**config.mk**
```make
export PLATFORM = sky130hd
export DESIGN_NAME = nv_nvdla_bdma_grp_sched_flat
export DESIGN_NICKNAME = d
export VERILOG_FILES = /design/src/rtl/nv_nvdla_bdma_grp_sched_if.sv /design/src/rtl/nv_nvdla_bdma_grp_sched.sv /design/src/flat_wrapper.sv
export SDC_FILE = /design/constraint.sdc
export NUM_CORES = 1
export LEC_CHECK = 0
export BUFFER_PORTS_ARGS = -buffer_cell sky130_fd_sc_hd__buf_2
export CORE_AREA = 2 2 83 85
export DETAILED_ROUTE_END_ITERATION = 6
export DIE_AREA = 0 0 85 87
export HOLD_SLACK_MARGIN = 0.08
export PLACE_DENSITY = 0.67
export SLEW_MARGIN = 0
export SYNTH_ARGS = -nofsm -noshare
export SYNTH_HDL_FRONTEND = slang
export SYNTH_SLANG_ARGS = --single-unit
```
**constraint.sdc**
```tcl
create_clock -name nvdla_core_clk -period 2.2 [get_ports nvdla_core_clk]
set_clock_uncertainty 0.1 [all_clocks]
set_input_delay 0.11 -clock nvdla_core_clk [delete_from_list [all_inputs] [get_ports nvdla_core_clk]]
set_output_delay 0.11 -clock nvdla_core_clk [all_outputs]
set_load 0.005 [all_outputs]
```
**src/rtl/nv_nvdla_bdma_grp_sched_if.sv**
```systemverilog
// Scheduler-facing bundle: CSB launch/interrupt controls, load launch handshake,
// store completion and status back to CSB.
interface nv_nvdla_bdma_grp_sched_if #(
    parameter int STALL_W = 32
);
    logic               csb2sch_grp0_op_en;
    logic               csb2sch_grp1_op_en;
    logic               csb2sch_grp0_intr;
    logic               csb2sch_grp1_intr;
    logic               csb2sch_stall_clr;
    logic               sch2ld_vld;
    logic               sch2ld_grp;
    logic               ld2sch_rdy;
    logic               st2sch_done;
    logic               sch2csb_grp0_done;
    logic               sch2csb_grp1_done;
    logic [1:0]         sch2glb_done_intr_pd;
    logic [STALL_W-1:0] sch2csb_stall_cnt;
    logic               sch2csb_err;
    logic               sch_idle;

    // Driver side (CSB / load / store engines)
    modport master (
        output csb2sch_grp0_op_en, csb2sch_grp1_op_en, csb2sch_grp0_intr,
               csb2sch_grp1_intr, csb2sch_stall_clr, ld2sch_rdy, st2sch_done,
        input  sch2ld_vld, sch2ld_grp, sch2csb_grp0_done, sch2csb_grp1_done,
               sch2glb_done_intr_pd, sch2csb_stall_cnt, sch2csb_err, sch_idle
    );

    // Scheduler side
    modport slave (
        input  csb2sch_grp0_op_en, csb2sch_grp1_op_en, csb2sch_grp0_intr,
               csb2sch_grp1_intr, csb2sch_stall_clr, ld2sch_rdy, st2sch_done,
        output sch2ld_vld, sch2ld_grp, sch2csb_grp0_done, sch2csb_grp1_done,
               sch2glb_done_intr_pd, sch2csb_stall_cnt, sch2csb_err, sch_idle
    );
endinterface

```
**src/rtl/nv_nvdla_bdma_grp_sched.sv**
```systemverilog
// BDMA two-group launch scheduler: strict grp0/grp1 alternation, 2-deep
// in-flight tracking, completion/interrupt pulses, stall counter, sticky error.
module nv_nvdla_bdma_grp_sched #(
    parameter int STALL_W = 32
) (
    input  logic                          nvdla_core_clk,
    input  logic                          nvdla_core_rstn,
    nv_nvdla_bdma_grp_sched_if.slave      sch
);
    typedef enum logic {ST_IDLE, ST_LAUNCH} state_t;

    state_t             r_state;
    logic               r_vld;
    logic               r_grp;
    logic               r_cons;
    logic [1:0]         r_pending;
    logic [1:0]         r_intr_q;
    logic [1:0][1:0]    r_fifo;       // entry = {intr, grp}
    logic               r_rd_ptr;
    logic               r_wr_ptr;
    logic [1:0]         r_cnt;
    logic [1:0]         r_done;
    logic [1:0]         r_intr_pd;
    logic [STALL_W-1:0] r_stall;
    logic               r_err;

    logic [1:0] w_op_en;
    logic [1:0] w_intr;
    logic [1:0] w_inflight;
    logic [1:0] w_accept;
    logic [1:0] w_head;
    logic [1:0] w_tail;
    logic       w_empty;
    logic       w_full;
    logic       w_hs;
    logic       w_pop;
    logic       w_reject;

    assign w_op_en  = {sch.csb2sch_grp1_op_en, sch.csb2sch_grp0_op_en};
    assign w_intr   = {sch.csb2sch_grp1_intr,  sch.csb2sch_grp0_intr};
    assign w_empty  = (r_cnt == 2'd0);
    assign w_full   = (r_cnt == 2'd2);
    assign w_hs     = r_vld & sch.ld2sch_rdy;
    assign w_pop    = sch.st2sch_done & ~w_empty;
    assign w_head   = r_fifo[r_rd_ptr];
    assign w_tail   = r_fifo[~r_rd_ptr];

    // A head being popped this edge no longer blocks a relaunch of its group.
    always_comb begin
        w_inflight = 2'b00;
        for (int g = 0; g < 2; g++) begin
            w_inflight[g] = (!w_empty && (w_head[0] == g[0]) && !w_pop) ||
                            (w_full && (w_tail[0] == g[0]));
        end
    end

    assign w_accept = w_op_en & ~r_pending & ~w_inflight;
    assign w_reject = |(w_op_en & ~w_accept);

    always_ff @(posedge nvdla_core_clk or negedge nvdla_core_rstn) begin
        if (!nvdla_core_rstn) begin
            r_state <= ST_IDLE;
            r_vld   <= 1'b0;
            r_grp   <= 1'b0;
            r_cons  <= 1'b0;
        end else begin
            case (r_state)
                ST_IDLE: begin
                    if (r_pending[r_cons] && !w_full) begin
                        r_state <= ST_LAUNCH;
                        r_vld   <= 1'b1;
                        r_grp   <= r_cons;
                    end
                end
                ST_LAUNCH: begin
                    if (sch.ld2sch_rdy) begin
                        r_state <= ST_IDLE;
                        r_vld   <= 1'b0;
                        r_cons  <= ~r_cons;
                    end
                end
                default: begin
                    r_state <= ST_IDLE;
                    r_vld   <= 1'b0;
                end
            endcase
        end
    end

    always_ff @(posedge nvdla_core_clk or negedge nvdla_core_rstn) begin
        if (!nvdla_core_rstn) begin
            r_pending <= 2'b00;
            r_intr_q  <= 2'b00;
        end else begin
            for (int g = 0; g < 2; g++) begin
                if (w_hs && (r_grp == g[0])) begin
                    r_pending[g] <= 1'b0;
                end else if (w_accept[g]) begin
                    r_pending[g] <= 1'b1;
                    r_intr_q[g]  <= w_intr[g];
                end
            end
        end
    end

    always_ff @(posedge nvdla_core_clk or negedge nvdla_core_rstn) begin
        if (!nvdla_core_rstn) begin
            r_fifo    <= '0;
            r_rd_ptr  <= 1'b0;
            r_wr_ptr  <= 1'b0;
            r_cnt     <= 2'd0;
            r_done    <= 2'b00;
            r_intr_pd <= 2'b00;
        end else begin
            if (w_hs) begin
                r_fifo[r_wr_ptr] <= {r_intr_q[r_grp], r_grp};
                r_wr_ptr         <= ~r_wr_ptr;
            end
            if (w_pop) begin
                r_rd_ptr <= ~r_rd_ptr;
            end
            r_cnt     <= r_cnt + {1'b0, w_hs} - {1'b0, w_pop};
            r_done    <= w_pop ? (2'b01 << w_head[0]) : 2'b00;
            r_intr_pd <= (w_pop && w_head[1]) ? (2'b01 << w_head[0]) : 2'b00;
        end
    end

    always_ff @(posedge nvdla_core_clk or negedge nvdla_core_rstn) begin
        if (!nvdla_core_rstn) begin
            r_stall <= '0;
            r_err   <= 1'b0;
        end else begin
            if (sch.csb2sch_stall_clr) begin
                r_stall <= '0;
            end else if (r_vld && !sch.ld2sch_rdy && !(&r_stall)) begin
                r_stall <= r_stall + 1'b1;
            end
            if (w_reject || (sch.st2sch_done && w_empty)) begin
                r_err <= 1'b1;
            end
        end
    end

    assign sch.sch2ld_vld           = r_vld;
    assign sch.sch2ld_grp           = r_grp;
    assign sch.sch2csb_grp0_done    = r_done[0];
    assign sch.sch2csb_grp1_done    = r_done[1];
    assign sch.sch2glb_done_intr_pd = r_intr_pd;
    assign sch.sch2csb_stall_cnt    = r_stall;
    assign sch.sch2csb_err          = r_err;
    assign sch.sch_idle             = (r_state == ST_IDLE) && (r_pending == 2'b00) && w_empty;
endmodule

```
**src/flat_wrapper.sv**
```systemverilog
// flat-port wrapper written by rule: the top's interface ports become plain ports
module nv_nvdla_bdma_grp_sched_flat 
#(
    parameter int STALL_W = 32
)
  (nvdla_core_clk, nvdla_core_rstn, sch_csb2sch_grp0_op_en, sch_csb2sch_grp1_op_en, sch_csb2sch_grp0_intr, sch_csb2sch_grp1_intr, sch_csb2sch_stall_clr, sch_ld2sch_rdy, sch_st2sch_done, sch_sch2ld_vld, sch_sch2ld_grp, sch_sch2csb_grp0_done, sch_sch2csb_grp1_done, sch_sch2glb_done_intr_pd, sch_sch2csb_stall_cnt, sch_sch2csb_err, sch_sch_idle);
  nv_nvdla_bdma_grp_sched_if #(.STALL_W(STALL_W)) sch_i ();
  input  logic nvdla_core_clk;
  input  logic nvdla_core_rstn;
  input wire logic [$bits(sch_i.csb2sch_grp0_op_en)-1:0] sch_csb2sch_grp0_op_en;
  input wire logic [$bits(sch_i.csb2sch_grp1_op_en)-1:0] sch_csb2sch_grp1_op_en;
  input wire logic [$bits(sch_i.csb2sch_grp0_intr)-1:0] sch_csb2sch_grp0_intr;
  input wire logic [$bits(sch_i.csb2sch_grp1_intr)-1:0] sch_csb2sch_grp1_intr;
  input wire logic [$bits(sch_i.csb2sch_stall_clr)-1:0] sch_csb2sch_stall_clr;
  input wire logic [$bits(sch_i.ld2sch_rdy)-1:0] sch_ld2sch_rdy;
  input wire logic [$bits(sch_i.st2sch_done)-1:0] sch_st2sch_done;
  output wire logic [$bits(sch_i.sch2ld_vld)-1:0] sch_sch2ld_vld;
  output wire logic [$bits(sch_i.sch2ld_grp)-1:0] sch_sch2ld_grp;
  output wire logic [$bits(sch_i.sch2csb_grp0_done)-1:0] sch_sch2csb_grp0_done;
  output wire logic [$bits(sch_i.sch2csb_grp1_done)-1:0] sch_sch2csb_grp1_done;
  output wire logic [$bits(sch_i.sch2glb_done_intr_pd)-1:0] sch_sch2glb_done_intr_pd;
  output wire logic [$bits(sch_i.sch2csb_stall_cnt)-1:0] sch_sch2csb_stall_cnt;
  output wire logic [$bits(sch_i.sch2csb_err)-1:0] sch_sch2csb_err;
  output wire logic [$bits(sch_i.sch_idle)-1:0] sch_sch_idle;
  assign sch_i.csb2sch_grp0_op_en = sch_csb2sch_grp0_op_en;
  assign sch_i.csb2sch_grp1_op_en = sch_csb2sch_grp1_op_en;
  assign sch_i.csb2sch_grp0_intr = sch_csb2sch_grp0_intr;
  assign sch_i.csb2sch_grp1_intr = sch_csb2sch_grp1_intr;
  assign sch_i.csb2sch_stall_clr = sch_csb2sch_stall_clr;
  assign sch_i.ld2sch_rdy = sch_ld2sch_rdy;
  assign sch_i.st2sch_done = sch_st2sch_done;
  assign sch_sch2ld_vld = sch_i.sch2ld_vld;
  assign sch_sch2ld_grp = sch_i.sch2ld_grp;
  assign sch_sch2csb_grp0_done = sch_i.sch2csb_grp0_done;
  assign sch_sch2csb_grp1_done = sch_i.sch2csb_grp1_done;
  assign sch_sch2glb_done_intr_pd = sch_i.sch2glb_done_intr_pd;
  assign sch_sch2csb_stall_cnt = sch_i.sch2csb_stall_cnt;
  assign sch_sch2csb_err = sch_i.sch2csb_err;
  assign sch_sch_idle = sch_i.sch_idle;
  nv_nvdla_bdma_grp_sched #(.STALL_W(STALL_W)) u_core (.nvdla_core_clk(nvdla_core_clk), .nvdla_core_rstn(nvdla_core_rstn), .sch(sch_i));
endmodule
```
Yosys cells after proc, flatten, opt, wreduce, memory -nomap -nowiden. Index checks and enable logic that the tools add are counted.

Shift-type cells: 1. Reductions and logical operators: 36. Equality and inequality tests: 3. Mux-type cells: 25. Magnitude comparators: 6. Bitwise logic cells: 18. Add/sub/neg operators: 3.

Operators by type and width (number): $mux W32 (2); $add A32 B1 Y32 const B (1); $reduce_and A32 Y1 (1); $logic_and A1 B1 Y1 (16); $mux W1 (14); $lt A1 B2 Y1 const B (5); $mux W2 (5); $not A1 Y1 (10); $reduce_and A2 Y1 (5); $and A2 B2 Y2 (3); $not A2 Y2 (3); $reduce_bool A2 Y1 (3); $logic_not A1 Y1 (5); $bwmux W4 (1); $logic_not A2 Y1 (2); $pmux W1 S2 (2); $logic_or A1 B1 Y1 (3); $add A2 B1 Y2 (1); $and A1 B1 Y1 (2); $demux W2 S1 (1); $eq A2 B2 Y1 const B (1); $ne A2 B1 Y1 const B (1); $ne A2 B2 Y1 const B (1); $reduce_or A2 Y1 (1); other kinds (3) (3).

Output and inout port bits: 40. Input bits: 9. Flip-flop bits (word level): 53. Logic and storage cells: 109.

Logic depth before layout (Yosys ltp).
Depth after elaboration: 12. Mapped depth: 8. Gate-level depth less buffers: 7.

Worst setup path after synthesis. OpenSTA, ideal clock, no wires.

Path type: flip-flop to flip-flop. From: reg u_core.r_stall[3], in the netlist u_core.sch.sch2csb_stall_cnt[3]. To: reg u_core.r_stall[27], in the netlist u_core.sch.sch2csb_stall_cnt[27]. Setup time: 125 ps. Data required time: 1975 ps. Path buffers: 0. Clock period less this slack: 2168 ps. Setup slack: 32 ps. Arrival time: 1944 ps. Cell stages (with the launch flop): 6. Cell sequence: dfrtp_1 -> nand4_4 -> or4_1 -> a211o_1 -> nor3_1 -> mux2_2.

Cells in the longest elaborated chain, start to end: 4. Elaborated cells between the ends (all ways): 7. Classes of those cells: add/sub: 1; mux: 2; reduce/logical: 4.

Ends and longest elaborated chain: from (decl) (line nv_nvdla_bdma_grp_sched.sv:24) `logic [STALL_W-1:0] r_stall;`; from (signal assigned) (line nv_nvdla_bdma_grp_sched.sv:136) `r_stall <= r_stall + 1'b1;`; parallel branches: the longest is 4 deep, another holds $add A32 B1 Y32.

Parallel ways; which one is timed is not known. The select of a mux whose other input is x is not followed. A chain may end at the register's enable or synchronous reset.

Worst setup path after layout.
From: reg u_core.r_stall[6], in the netlist u_core.sch.sch2csb_stall_cnt[6]. To: reg u_core.r_stall[21], in the netlist u_core.sch.sch2csb_stall_cnt[21].

The elaborated chain is that of the path after synthesis.

==> metrics.md <==
| Metric | Value |
|---|---|
| RSZ-0062 raised after global routing | `yes` |
| Final antenna-violating net count | `0` |
| Die height | `87 um` |
| Hold crit path type | `in2reg` |
| Hold-critical path depth | `2` |
| Ys async rst share | `100.0%` |
| Clock sink total | `53` |
| CTS root buf | `clkbuf_8` |
| Final hold slack | `0.2312 ns` |
| Pins over their slew limit | `0` |
| Final period util | `95.56%` |
| Setup ws final | `0.09760 ns` |
| CTS H-tree depth | `2` |
| WS Path Type | `reg2reg` |
| Tot GR Track Use | `18.85%` |
| Clock latency on the worst-skew pair | `0.31 ns` |
| Sequential power share | `48.4%` |
| Util after Layout | `55.77%` |
| Vias per cell | `5.529` |
| Grt total ovfl | `0` |
| Worst rel slew slack | `54.28%` |
| Post-DP HPWL | `4.862 mm` |
| DRC errors left | `0` |
| Area growth, synth to finish | `29.33%` |
| CTS tree | `done` |
| Yosys reg bits | `53` |
| Post-synth cell types | `48` |
| Fin area | `3664 um2` |
| # diodes | `0` |
| Vias in the first global route | `2,355` |
| Outcome | `complete, no violations` |
| Pwr Density | `747.8 nW/um2` |
| CP max FO | `4` |
| Multi-input logic area | `1471 um2` |
| Buffers on Ports | `48` |
| Die area | `7395 um2` |
| Yosys Warn Count | `0` |
| Synthesized Nets | `303` |
| Reg2reg start | `u_core.sch.sch2csb_stall_cnt[6]$_DFFE_PN0P_` |
| Num CTS Buffers | `5` |
| Final Hold Fails | `0` |
| First DRT Iteration DRCs | `89` |
| Pint | `1.903 mW` |
| Worst VDD drop | `400.6 uV` |
| CTS Buffer Depth | `2` |
| Core area | `6569 um2` |
| Clk pwr share | `25.0%` |
| Leakage | `1.670 nW` |
| Psw | `0.8366 mW` |
| Initial antenna violation count | `0` |
| Syn Inst Count | `291` |
| Final GP Congestion | `0.8531` |
| Crit path capture type | `flop` |
| Worst path arrival time | `2.25 ns` |
| Largest net degree at the start of global routing | `39` |
| I/O pins | `49` |
| Clock slew at reported path FFs | `0.10 ns` |
| Initial Utilization | `43.12%` |
| Worst path required time | `2.35 ns` |
| DP Area | `3402 um2` |
| Post-synth EDFFs | `0` |
| Via count | `2,560` |
| Power Total | `2.740 mW` |
| Total Routed Length | `6.726 mm` |
| First-pass GRT wire length | `11.30 mm` |
| # rows | `30` |
| Layout cells sized above 1 | `32.38%` |
| Comb power frac | `26.6%` |
| First-pass iteration count of the detailed router | `4` |
| Final setup fails | `0` |
| FF/Latch Area | `1326 um2` |
| Layout filler cell count | `576` |
| CP startpoint | `u_core.sch.sch2csb_stall_cnt[6]$_DFFE_PN0P_` |
| Switching share of power | `30.54%` |
| Final Net Count | `394` |
| Hold_sp | `sch_csb2sch_stall_clr` |
| Tmin final | `2.102 ns` |
| CP Launch Type | `flop` |
| Routed WL per cell | `14.53 um` |
| Register-to-Register Path Depth | `5` |
| Die X | `85 um` |
| Share of the yosys chip area belonging to registers | `46.82%` |
| Pre-CTS WS | `0.01850 ns` |
| FMAX | `475.6 MHz` |
| Post-Syn Area | `2833 um2` |
| Worst Max-Slew Pin Slew | `0.6858 ns` |
| Dominant synthesized flop cell | `dfrtp_1` |
| Average cell area after synthesis | `9.734 um2` |
| Max Cap Violations | `0` |
==> metrics by stage <==
| stage | std cells | setup TNS [ns] |
|---|---|---|
| 3_3_place_gp | 445 | 0 |
| 6_report | 463 | 0 |
| 2_1_floorplan | 291 | 0 |
| 5_1_grt | 463 | -0.004521 |
| 4_1_cts | 460 | 0 |
| 3_5_place_dp | 445 | 0 |
==> Yosys cell counts, drive strengths merged, types with 3 or more instances <==
library cell | count | share of area (%)
a211oi | 4 | 1.1
a21oi | 26 | 4.6
or4 | 8 | 2.1
nand2b | 3 | 0.66
o31ai | 5 | 1.3
nand3 | 11 | 1.9
inv | 11 | 1.5
o21ai | 17 | 3.0
nor4 | 4 | 1.6
nand2 | 21 | 2.8
and4 | 3 | 0.93
nor2b | 8 | 1.8
nor3 | 4 | 0.71
xnor2 | 11 | 3.4
dfrtp | 53 | 47
mux2 | 11 | 4.4
a2111oi | 4 | 1.5
nand4 | 9 | 2.5
clkbuf | 6 | 0.79
and3 | 7 | 1.5
mux2i | 3 | 1.1
nor2 | 24 | 3.2
buf | 5 | 0.93
ha | 3 | 1.3
or3 | 12 | 2.7
==> kinds of logic after synthesis <==
group,count (synthesis),synth area share [%]
and+or+nand+nor,119,23.85
AOI/OAI and AO/OA,68,15.68
xor gates and xnor gates,12,3.710
DFF,53,46.82
buffers and inverters,22,3.180
adders and majority gates,3,1.325
muxes,14,5.433
==> metal layers <==
layer	GRT usage [%]	vias to the layer above	share of wire, %
met2	29.19	61	47
met5	0	-	0
met1	27.52	1235	48
met3	3.223	4	4.3
met4	4.906	0	0.94
li1	-	1260	-
==> worst max-delay path, cell delays in order, from the launching register on <==
cell and delay [ns]:
dfrtp_1 0.42, nand4_4 0.09, or4_4 0.55, a211o_1 0.35, or4_1 0.42, nand2_1 0.10
==> repair_timing <==
| item | CTS | global route |
|---|---|---|
| hold endpoints to repair | 31 | 0 |
| setup endpoints to repair | 0 | 18 |
| setup buffers | 0 | 2 |
| resized for setup | 0 | 14 |
| hold buffers | 7 | 0 |
==> power groups by stage <==
stage	Clock, mW	Combinational (mW)	Sequential [mW]
after floorplan	0	0.520	1.29
after global placement	0	0.702	1.34
after detailed placement	0	0.721	1.35
after CTS	0.704	0.730	1.33
after global routing	0.738	0.821	1.36
final	0.686	0.729	1.32
==> cells in the final DEF, fill, tap and decap left out, drive strengths merged, types with 2 or more instances in the layout <==
| cell type | count |
|---|---|
| dfrtp | 53 |
| and3 | 7 |
| buf | 88 |
| or3 | 12 |
| xnor2 | 11 |
| a21oi | 26 |
| nor3 | 4 |
| a211oi | 4 |
| nor2 | 24 |
| nand3 | 11 |
| nor4 | 4 |
| o41ai | 2 |
| o21ai | 17 |
| nor2b | 8 |
| clkbuf | 7 |
| a2111oi | 4 |
| nand4 | 9 |
| and4 | 3 |
| nand2b | 3 |
| inv | 11 |
| nand2 | 21 |
| o31ai | 5 |
| nor4b | 2 |
| dlygate4sd3 | 7 |
| ha | 3 |
| or4 | 8 |
| mux2i | 3 |
| mux2 | 11 |
==> final timing paths <==
check	slack, ns	end
setup / recovery	0.1	u_core.sch.sch2csb_stall_cnt[21]$_DFFE_PN0P_
max in group asynchronous	1.11	u_core.sch.sch2csb_stall_cnt[2]$_DFFE_PN0P_
hold / removal	0.23	u_core.sch.sch2csb_stall_cnt[16]$_DFFE_PN0P_
setup reg to reg	0.1	u_core.sch.sch2csb_stall_cnt[21]$_DFFE_PN0P_
min in group asynchronous	0.24	u_core.sch.sch2csb_err$_DFFE_PN0P_
hold reg to reg	0.40	u_core.r_fifo[3]$_DFFE_PN0P_
==> sequential cells by signal, indices dropped and copies added (netlist names) <==
signal                           flops
u_core.sch.sch2glb_done_intr_pd      2
u_core.sch.sch2csb_stall_cnt        32
u_core.r_cnt                         2
u_core.r_cons                        1
u_core.sch.sch2ld_grp                1
u_core.r_wr_ptr                      1
u_core.r_rd_ptr                      1
u_core.r_state                       1
u_core.r_intr_q                      2
u_core.r_pending                     2
u_core.r_done                        2
u_core.sch.sch2ld_vld                1
u_core.sch.sch2csb_err               1
u_core.r_fifo                        4
==> area by class of cell <==
class | instances | share of cell area, %
clock buffers | 7 | 2.357
clock inverters | 1 | 0.8197
inverters | 11 | 1.127
multi-input cells | 216 | 40.16
flip-flops and latches | 53 | 36.20
well taps | 80 | 2.732
repair buffers | 95 | 16.60
Note: power is estimated with default switching activity, not from simulation.
